===== src/rtl/led_pwm_ctrl_if.sv =====
// Configuration write port of led_pwm_ctrl: one-deep write with a ready handshake.
// The master drives a channel update and the slave returns cfg_ready.
interface led_pwm_ctrl_if #(
  parameter int unsigned N_LEDS     = 8,
  parameter int unsigned PWM_BITS   = 8,
  parameter int unsigned BLINK_BITS = 8
);
  localparam int unsigned CH_W = (N_LEDS > 1) ? $clog2(N_LEDS) : 1;

  logic                  cfg_we;
  logic [CH_W-1:0]       cfg_ch;
  logic [1:0]            cfg_mode;
  logic [PWM_BITS-1:0]   cfg_duty;
  logic [BLINK_BITS-1:0] cfg_half;
  logic                  cfg_ready;

  modport master (
    output cfg_we, cfg_ch, cfg_mode, cfg_duty, cfg_half,
    input  cfg_ready
  );

  modport slave (
    input  cfg_we, cfg_ch, cfg_mode, cfg_duty, cfg_half,
    output cfg_ready
  );
endinterface


===== src/rtl/led_pwm_ctrl.sv =====
// Multi-channel LED driver: OFF / ON / PWM / blinking-PWM per channel.
// Config writes wait in a one-deep buffer and commit only at PWM frame boundaries.
module led_pwm_ctrl #(
  parameter int unsigned N_LEDS     = 8,
  parameter int unsigned PWM_BITS   = 8,
  parameter int unsigned PRESCALE   = 256,
  parameter int unsigned BLINK_BITS = 8,
  parameter bit          LED_INV    = 1'b0
) (
  input  logic              clk,
  input  logic              rstn,
  led_pwm_ctrl_if.slave     bus,
  output logic              frame,
  output logic [N_LEDS-1:0] led
);
  localparam int unsigned CH_W  = (N_LEDS > 1) ? $clog2(N_LEDS) : 1;
  localparam int unsigned PSC_W = (PRESCALE > 1) ? $clog2(PRESCALE) : 1;
  localparam logic [PSC_W-1:0] PSC_LAST = PSC_W'(PRESCALE - 1);

  typedef enum logic [1:0] {
    MODE_OFF   = 2'd0,
    MODE_ON    = 2'd1,
    MODE_PWM   = 2'd2,
    MODE_BLINK = 2'd3
  } mode_e;

  typedef struct packed {
    logic [CH_W-1:0]       ch;
    mode_e                 mode;
    logic [PWM_BITS-1:0]   duty;
    logic [BLINK_BITS-1:0] half;
  } cfg_t;

  typedef enum logic {
    PEND_EMPTY = 1'b0,
    PEND_FULL  = 1'b1
  } pend_state_e;

  logic [PSC_W-1:0]      psc, psc_n;
  logic [PWM_BITS-1:0]   pwm, pwm_n;
  logic                  step_c;

  pend_state_e           state, state_n;
  logic                  accept_c, commit_c, ch_ok_c;
  logic                  ready_q;
  cfg_t                  pend;

  mode_e                 mode_q [N_LEDS];
  logic [PWM_BITS-1:0]   duty_q [N_LEDS];
  logic [BLINK_BITS-1:0] half_q [N_LEDS];
  logic [BLINK_BITS-1:0] bc_q   [N_LEDS];
  logic [N_LEDS-1:0]     ph_q;
  logic [N_LEDS-1:0]     blink_last_c;
  logic [N_LEDS-1:0]     level_c;

  // Prescaler and PWM step counter
  always_comb begin
    step_c = (psc == PSC_LAST);
    psc_n  = step_c ? '0 : psc + PSC_W'(1);
    pwm_n  = pwm + PWM_BITS'(step_c);
  end

  // frame is high exactly while psc=PRESCALE-1 and pwm=all-ones
  always_ff @(posedge clk or negedge rstn) begin
    if (!rstn) begin
      psc   <= '0;
      pwm   <= '0;
      frame <= 1'b0;
    end else begin
      psc   <= psc_n;
      pwm   <= pwm_n;
      frame <= (psc_n == PSC_LAST) && (pwm_n == '1);
    end
  end

  assign ch_ok_c = (32'(bus.cfg_ch) < N_LEDS);

  always_ff @(posedge clk or negedge rstn) begin
    if (!rstn) state <= PEND_EMPTY;
    else       state <= state_n;
  end

  // A capture only moves to FULL, so a write landing on a frame pulse waits a frame
  always_comb begin
    state_n  = state;
    accept_c = 1'b0;
    commit_c = 1'b0;
    case (state)
      PEND_EMPTY: begin
        if (bus.cfg_we && ch_ok_c) begin
          accept_c = 1'b1;
          state_n  = PEND_FULL;
        end
      end
      PEND_FULL: begin
        if (frame) begin
          commit_c = 1'b1;
          state_n  = PEND_EMPTY;
        end
      end
      default: state_n = PEND_EMPTY;
    endcase
  end

  always_ff @(posedge clk or negedge rstn) begin
    if (!rstn) begin
      ready_q <= 1'b1;
      pend    <= '0;
    end else begin
      ready_q <= (state_n == PEND_EMPTY);
      if (accept_c) begin
        pend.ch   <= bus.cfg_ch;
        pend.mode <= mode_e'(bus.cfg_mode);
        pend.duty <= bus.cfg_duty;
        pend.half <= bus.cfg_half;
      end
    end
  end

  assign bus.cfg_ready = ready_q;

  // Per-channel active registers; a commit overrides that frame's blink update
  always_ff @(posedge clk or negedge rstn) begin
    if (!rstn) begin
      for (int i = 0; i < int'(N_LEDS); i++) begin
        mode_q[i] <= MODE_OFF;
        duty_q[i] <= '0;
        half_q[i] <= '0;
        bc_q[i]   <= '0;
        ph_q[i]   <= 1'b1;
      end
    end else begin
      for (int i = 0; i < int'(N_LEDS); i++) begin
        if (commit_c && (pend.ch == CH_W'(i))) begin
          mode_q[i] <= pend.mode;
          duty_q[i] <= pend.duty;
          half_q[i] <= pend.half;
          bc_q[i]   <= '0;
          ph_q[i]   <= 1'b1;
        end else if (frame) begin
          if (mode_q[i] == MODE_BLINK) begin
            if (blink_last_c[i]) begin
              bc_q[i] <= '0;
              ph_q[i] <= ~ph_q[i];
            end else begin
              bc_q[i] <= bc_q[i] + BLINK_BITS'(1);
            end
          end else begin
            bc_q[i] <= '0;
            ph_q[i] <= 1'b1;
          end
        end
      end
    end
  end

  // Blink terminal count is max(half,1)-1; level is the un-inverted LED state
  always_comb begin
    blink_last_c = '0;
    level_c      = '0;
    for (int i = 0; i < int'(N_LEDS); i++) begin
      blink_last_c[i] = (half_q[i] == '0) ? (bc_q[i] == '0)
                                          : (bc_q[i] == half_q[i] - BLINK_BITS'(1));
      case (mode_q[i])
        MODE_OFF:   level_c[i] = 1'b0;
        MODE_ON:    level_c[i] = 1'b1;
        MODE_PWM:   level_c[i] = (pwm < duty_q[i]);
        MODE_BLINK: level_c[i] = ph_q[i] && (pwm < duty_q[i]);
        default:    level_c[i] = 1'b0;
      endcase
    end
  end

  always_ff @(posedge clk or negedge rstn) begin
    if (!rstn) led <= {N_LEDS{LED_INV}};
    else       led <= level_c ^ {N_LEDS{LED_INV}};
  end
endmodule


===== src/flat_wrapper.sv =====
// flat-port wrapper written by rule: the top's interface ports become plain ports
module led_pwm_ctrl_flat 
#(
  parameter int unsigned N_LEDS     = 8,
  parameter int unsigned PWM_BITS   = 8,
  parameter int unsigned PRESCALE   = 256,
  parameter int unsigned BLINK_BITS = 8,
  parameter bit          LED_INV    = 1'b0
)
  (clk, rstn, frame, led, bus_cfg_we, bus_cfg_ch, bus_cfg_mode, bus_cfg_duty, bus_cfg_half, bus_cfg_ready);
  led_pwm_ctrl_if #(.N_LEDS(N_LEDS), .PWM_BITS(PWM_BITS), .BLINK_BITS(BLINK_BITS)) bus_i ();
  input  logic clk;
  input  logic rstn;
  output logic frame;
  output logic [N_LEDS-1:0] led;
  input wire logic [$bits(bus_i.cfg_we)-1:0] bus_cfg_we;
  input wire logic [$bits(bus_i.cfg_ch)-1:0] bus_cfg_ch;
  input wire logic [$bits(bus_i.cfg_mode)-1:0] bus_cfg_mode;
  input wire logic [$bits(bus_i.cfg_duty)-1:0] bus_cfg_duty;
  input wire logic [$bits(bus_i.cfg_half)-1:0] bus_cfg_half;
  output wire logic [$bits(bus_i.cfg_ready)-1:0] bus_cfg_ready;
  assign bus_i.cfg_we = bus_cfg_we;
  assign bus_i.cfg_ch = bus_cfg_ch;
  assign bus_i.cfg_mode = bus_cfg_mode;
  assign bus_i.cfg_duty = bus_cfg_duty;
  assign bus_i.cfg_half = bus_cfg_half;
  assign bus_cfg_ready = bus_i.cfg_ready;
  led_pwm_ctrl #(.N_LEDS(N_LEDS), .PWM_BITS(PWM_BITS), .PRESCALE(PRESCALE), .BLINK_BITS(BLINK_BITS), .LED_INV(LED_INV)) u_core (.clk(clk), .rstn(rstn), .bus(bus_i), .frame(frame), .led(led));
endmodule

===== config.mk =====
export PLATFORM = sky130hd
export DESIGN_NAME = led_pwm_ctrl_flat
export DESIGN_NICKNAME = d
export VERILOG_FILES = /design/src/rtl/led_pwm_ctrl_if.sv /design/src/rtl/led_pwm_ctrl.sv /design/src/flat_wrapper.sv
export SDC_FILE = /design/constraint.sdc
export NUM_CORES = 1
export LEC_CHECK = 0
export CAP_MARGIN = 40
export CORE_AREA = 2 2 210 129
export DETAILED_ROUTE_END_ITERATION = 10
export DIE_AREA = 0 0 212 131
export PLACE_DENSITY = 0.75
export SLEW_MARGIN = 20
export SYNTH_ARGS = -nofsm -noshare
export SYNTH_HDL_FRONTEND = slang
export SYNTH_SLANG_ARGS = --single-unit
export TNS_END_PERCENT = 1

===== constraint.sdc =====
create_clock -name clk -period 2.53 [get_ports clk]
set_input_delay 0.3795 -clock clk [delete_from_list [all_inputs] [get_ports clk]]
set_output_delay 0.3795 -clock clk [all_outputs]
set_load 0.01 [all_outputs]

# Yosys cells after proc, flatten, opt, wreduce, memory -nomap -nowiden
# Index checks and enable logic that the tools add are counted.
word_totals:
  regBits: 264
  out_inout_bits: 10
classes:
  addsub: 18
  magnitude_cmp: 8
  n_eq_ne: 50
  n_mux: 87
  bitwise: 10
  n_reduce_logical: 58
op_table:
  columns: ["op", "count"]
  rows:
  - ["2-to-1 mux 8 bit", 33]
  - ["zero test 8 bit", 16]
  - ["adder 8 x 1 -> 8 bit (second input constant)", 9]
  - ["== test 8 bit", 8]
  - ["< comparator 8 bit", 8]
  - ["subtractor 8 x 1 -> 8 bit (second input constant)", 8]
  - ["2-to-1 mux 1 bit", 45]
  - ["== test 2 bit (second input constant)", 16]
  - ["case mux 1 bit (4 select lines)", 8]
  - ["== test 8 bit (second input constant)", 3]
  - ["inequality test 3 x 1 -> 1 bit (second input constant)", 8]
  - ["logical AND 1 bit", 17]
  - ["== test 2 x 1 -> 1 bit (second input constant)", 8]
  - ["zero test 2 bit", 8]
  - ["AND reduction 2 bit", 8]
  - ["nonzero test 2 bit", 8]
  - ["== test 3 bit (second input constant)", 4]
  - ["inverter 1 bit", 10]
  - ["adder 8 x 1 -> 8 bit", 1]
  - ["== test 3 x 2 -> 1 bit (second input constant)", 2]
  - ["== test 3 x 1 -> 1 bit (second input constant)", 1]
  - ["zero test 3 bit", 1]
  - ["case mux 1 bit (2 select lines)", 1]

# Depth between registers and ports, before layout
depth:
  word_depth: 7
  ltp_mapped: 12
  ltp_nobuf: 12

# Least setup slack after synthesis
# Ideal clock, no wire load.
synth_path:
  kind: "reg2reg"
  start: "reg u_core.half_q[8] (netlist bit)"
  end: "reg u_core.ph_q[6]"
  setup_time_ns: 0.082
  arrival_ns: 2.559
  path_slack_ns: -0.111
  stages_incl_launch_ff: 10
  path_buffers: 0
  synth_period_minus_slack_ns: 2.641
  cell_sequence: "dfrtp_1 > inv_1 > ha_1 > nor3b_1 > xnor2_1 > nand3_1 > or4_4 > o41ai_4 > and2_4 > mux2_4"
synth_between:
  elab_chain_cells: 5
synth_rtl:
  columns: ["element", "line_no", "text"]
  rows:
  - ["start: declaration", "led_pwm_ctrl.sv:50", "logic [BLINK_BITS-1:0] half_q [N_LEDS];"]
  - ["start signal: indexed assignment", "led_pwm_ctrl.sv:137", "half_q[i] <= pend.half;"]
  - ["subtractor 8 x 1 -> 8 bit", "led_pwm_ctrl.sv:163", ": (bc_q[i] == half_q[i] - BLINK_BITS'(1));"]
  - ["== test 8 bit", "led_pwm_ctrl.sv:163", null]
  - ["2-to-1 mux 1 bit (*)", "led_pwm_ctrl.sv:162", "blink_last_c[i] = (half_q[i] == '0) ? (bc_q[i] == '0)"]
  - ["inequality test 3 x 1 -> 1 bit (no line) (*)", null, null]
  - ["AND reduction 2 bit (no line) (*)", null, null]
  - ["end signal: indexed assignment", "led_pwm_ctrl.sv:144", "ph_q[i] <= ~ph_q[i];"]
  - ["end: declaration", "led_pwm_ctrl.sv:52", "logic [N_LEDS-1:0] ph_q;"]
# Mark *: on every way between the ends. The rest lies on a longest branch, timed or not.
# A chain may end at the register's enable or synchronous reset.

# Worst setup path after layout
layout_path:
  start: "reg u_core.half_q[8] (netlist bit)"
  end: "reg u_core.bc_q[12] (netlist bit)"
layout_between:
  elab_chain_cells: 7
layout_rtl:
  columns: ["element", "line_no", "text"]
  rows:
  - ["subtractor 8 x 1 -> 8 bit", "led_pwm_ctrl.sv:163", null]
  - ["== test 8 bit", "led_pwm_ctrl.sv:163", null]
  - ["2-to-1 mux 1 bit (*)", "led_pwm_ctrl.sv:162", null]
  - ["2-to-1 mux 8 bit (*)", "led_pwm_ctrl.sv:142", "if (blink_last_c[i]) begin"]
  - ["2-to-1 mux 8 bit (*)", "led_pwm_ctrl.sv:141", "if (mode_q[i] == MODE_BLINK) begin"]
  - ["2-to-1 mux 8 bit (*)", "led_pwm_ctrl.sv:140", "end else if (frame) begin"]
  - ["2-to-1 mux 8 bit (*)", "led_pwm_ctrl.sv:134", "if (commit_c && (pend.ch == CH_W'(i))) begin"]
  - ["end signal: indexed assignment", "led_pwm_ctrl.sv:146", "bc_q[i] <= bc_q[i] + BLINK_BITS'(1);"]
  - ["end: declaration", "led_pwm_ctrl.sv:51", "logic [BLINK_BITS-1:0] bc_q [N_LEDS];"]
# Mark *: on every way between the ends. The rest lies on a longest branch, timed or not. The select of a mux whose other input is x is not followed.

==> metrics.txt <==
Slew Viols, Final 0; final setup margin 34.37 ps; Initial Util 56.13%; endpoint type of the worst setup path flip-flop; fin area 16470 um2; Synth Cell Area 14570 um2; CTS tree yes; status finished, final reports clean; clk_skew 15.25 ps; Inserted Diodes 0; end-of-flow core utilization 63.44%; syn_nets 1543; global-route wire length before repair 54.45 mm; Gate Count Post-Synth 1427; Gate power share 3.9%; Syn Area/Cell 10.21 um2; clock power share 42.2%; PwrDens 545.8 nW/um2; Worst path slowest cell or4_4; number of flops mapped to enable cells by yosys 0; mux contribution to synthesized area 10.31%; FF-to-FF path depth 10; largest fanout on the critical path 7; share of cells above drive strength 1 17.30%; Synth Area in XOR/XNOR 6.913%; Fin. Hold Viols 0; headroom to the max-slew limit 56.97%; slowest stage delay, CP 440 ps; Compound-Gate Fraction of Synth Area 10.31%; clock sinks 264; CTS buffer count 25; DIE HEIGHT 131 um; crit path DAT 2930 ps; via count 10.58k; PortBufs 33; flop-to-flop setup slack 30 ps; Net Sw Power 2.315 mW; worst slew pin tran 643.0 ps; gp weighted congestion 0.8605; clock root cell clkbuf_16; core area 25960 um2; switching share of power 25.76%; antenna violations before repair 0; Layout Cells excl Fill 1857; FF+latch count, synth 264; crit share post-route 98.64%; clock-pin slew on the worst setup and hold paths 60 ps; drt total wl 33.35 mm; Layout area overhead 13.03%; Residual DRC 0; Pint 6.672 mW; r2r endpoint u_core.bc_q[12]; vias per cell 5.700; Post-Synth Adder-Cell Area 7.901%; WS Path Type flip-flop to flip-flop; asr flop ratio synth 100.0%; max cap viols 0; Placed Area 15510 um2; Leakage 7.457 nW; worst r2r src u_core.half_q[8]; Die W 212 um; nets 1595; grt ovf 0; later-pin clock latency in the skew report 550 ps; sequential fraction of the synthesis area 45.42%; register share of total power 53.9%; CP cell instances inv_2, ha_4, nor3b_2, xnor2_1, nand3_1, or4_4, o41ai_4, buf_4, o21ai_0, a21o_1; vias in the first global route 10.27k; DRT iter0 DRCs 843; worst path buffer plus inverter count 2; Synth cell types 65; Hold Path Class input pin to asynchronous set/reset pin; largest net degree at the start of global routing 73; wire per inst 17.96 um; Yosys warning total 0; startpoint types flip-flop; Detailed Routing Iterations Pass 1 5; min Tclk post-route 2496 ps; fmax 0.4007 GHz; VDD IR-drop max 0.4037 mV; unrepaired setup endpoints after global routing true; placed insts 1806; # rows 46; DP HPWL 23.27 mm; die area 27770 um2; Clock Tree Buf Depth 3; Routed Antenna Nets 0; worst endpoint required time 2970 ps; CTS HTree Levels 1; most common flop cell mapped by yosys dfrtp_1; largest family of logic cells by synthesized area simple AND/OR/NAND/NOR gates; num ports 34; Top delay family on crit path simple AND/OR/NAND/NOR gates; setup violators final 0; Synth Area in Simple Gates 14.88%; GRT Overall Usage 24.83%; dpl ws -8.163 ps
-- layout by cell type, fill, tap and decap left out, types with 8 or more instances in the layout --
cell type	count
dfstp_2	9
or3_1	8
ha_1	86
nand3_1	38
dfrtp_1	253
nand2b_1	23
a21o_1	31
o22ai_1	9
mux2_2	124
inv_1	111
nor4b_1	10
a31oi_1	15
nor2b_1	9
nor3_1	39
mux2i_1	8
o21ai_0	94
xnor2_1	69
clkdlybuf4s50_1	32
nand2_1	102
nand4_1	21
a21oi_1	45
and3_1	15
buf_4	37
nor4_1	10
xor2_1	45
nor2_1	79
clkbuf_1	10
nand3b_1	10
clkbuf_16	25
-- power groups by stage --
| stage | logic, mW | registers, mW | clock network (mW) |
|---|---|---|---|
| after detailed placement | 0.349 | 4.92 | 0 |
| final | 0.346 | 4.85 | 3.79 |
| after floorplan | 0.276 | 4.53 | 0 |
| after global placement | 0.338 | 4.92 | 0 |
| after global routing | 0.385 | 4.87 | 4.03 |
| after CTS | 0.353 | 4.84 | 3.85 |
-- synthesized netlist by cell type (5+ instances only) --
library cell | number | share of area (%)
nor3_1 | 40 | 1.4
and2_1 | 6 | 0.26
o21ai_0 | 94 | 3.2
dfstp_2 | 9 | 1.6
a31oi_1 | 15 | 0.64
a21o_1 | 31 | 1.6
or3_1 | 8 | 0.34
or2_2 | 7 | 0.30
dfrtp_1 | 255 | 44
nor4_1 | 13 | 0.56
nor2b_1 | 10 | 0.43
o22ai_1 | 9 | 0.39
o2bb2ai_1 | 5 | 0.30
nand2_1 | 102 | 2.6
mux2i_1 | 8 | 0.55
nand4_1 | 21 | 0.90
ha_1 | 92 | 7.9
clkbuf_1 | 46 | 1.2
nor2_1 | 84 | 2.2
nor4b_1 | 14 | 0.84
and3_1 | 16 | 0.69
nand3_1 | 38 | 1.3
nand3b_1 | 10 | 0.52
xnor2_1 | 70 | 4.2
inv_1 | 113 | 2.9
mux2_2 | 124 | 9.6
xor2_1 | 45 | 2.7
a211o_1 | 5 | 0.30
o211ai_1 | 7 | 0.36
nand2b_1 | 23 | 0.99
a21oi_1 | 45 | 1.5
nor3b_1 | 10 | 0.52
-- logic make-up (layout without fill, tap and decap cells) --
kind of cell / Yosys count / count (layout)
and+or+nand+nor: 419 / 419
DFF: 264 / 264
AOI/OAI and AO/OA: 240 / 240
buffers and inverters: 163 / 233
muxes: 134 / 134
xor gates and xnor gates: 115 / 115
adders and majority gates: 92 / 92
-- worst register-to-register path: stages, from the launching register on --
cell and delay, ps:
dfrtp_1 420, inv_2 100, ha_4 150, nor3b_2 170, xnor2_1 160, nand3_1 100
or4_4 440, o41ai_4 360, buf_4 200, o21ai_0 90, a21o_1 200
-- how the worst max path moves through the flow --
stage	start	to	slack [ps]	depth (start not counted)
CTS	u_core.half_q[8]	u_core.bc_q[12]	6	10
global route	u_core.half_q[8]	u_core.bc_q[12]	-120	10
finish	u_core.half_q[8]	u_core.bc_q[12]	30	10
global placement	u_core.half_q[8]	u_core.ph_q[6]	120	9
floorplan	u_core.half_q[8]	u_core.ph_q[6]	40	9
detailed placement	u_core.half_q[9]	u_core.ph_q[6]	-8	9
-- flip-flops by register name, indices dropped and copies added, names as in the netlist --
signal / count
u_core.bc_q: 64
u_core.state: 1
u_core.led: 8
u_core.pwm: 8
u_core.pend: 21
u_core.half_q: 64
u_core.mode_q: 16
u_core.ph_q: 8
u_core.bus.cfg_ready: 1
u_core.psc: 8
u_core.duty_q: 64
u_core.frame: 1
-- layout make-up --
cell class / instances / area [um2]
multi-input combinational: 1000 / 7467
sequential: 264 / 6620
fill: 2034 / 9490
inverter: 113 / 424.2
tap: 360 / 450.4
timing repair buffer: 75 / 703.2
clock buffer: 39 / 718.2
clock inverter: 6 / 83.83
-- per-stage QoR --
stage | hold slack (ps) | TNS, ps | total power [mW]
6_report | 343.9 | 0 | 8.987
5_1_grt | 374.0 | -461.1 | 9.282
4_1_cts | 349.1 | 0 | 9.046
3_5_place_dp | 322.7 | -8.163 | 5.271
3_3_place_gp | 316.8 | 0 | 5.256
2_1_floorplan | 83.91 | 0 | 4.809
-- repair_timing --
item	4_1_cts	5_1_grt
resized for setup	1	20
setup buffers	2	3
setup endpoints to repair	3	41
pin swaps	0	5
hold endpoints to repair	47	0
hold buffers	1	0
-- routing by layer --
metal,wire length [um],GRT usage (%)
met1,17360,38.67
met2,13950,36.55
met3,1598,4.374
met4,440,4.350
met5,0,0
(Power assumes the default switching activity.)
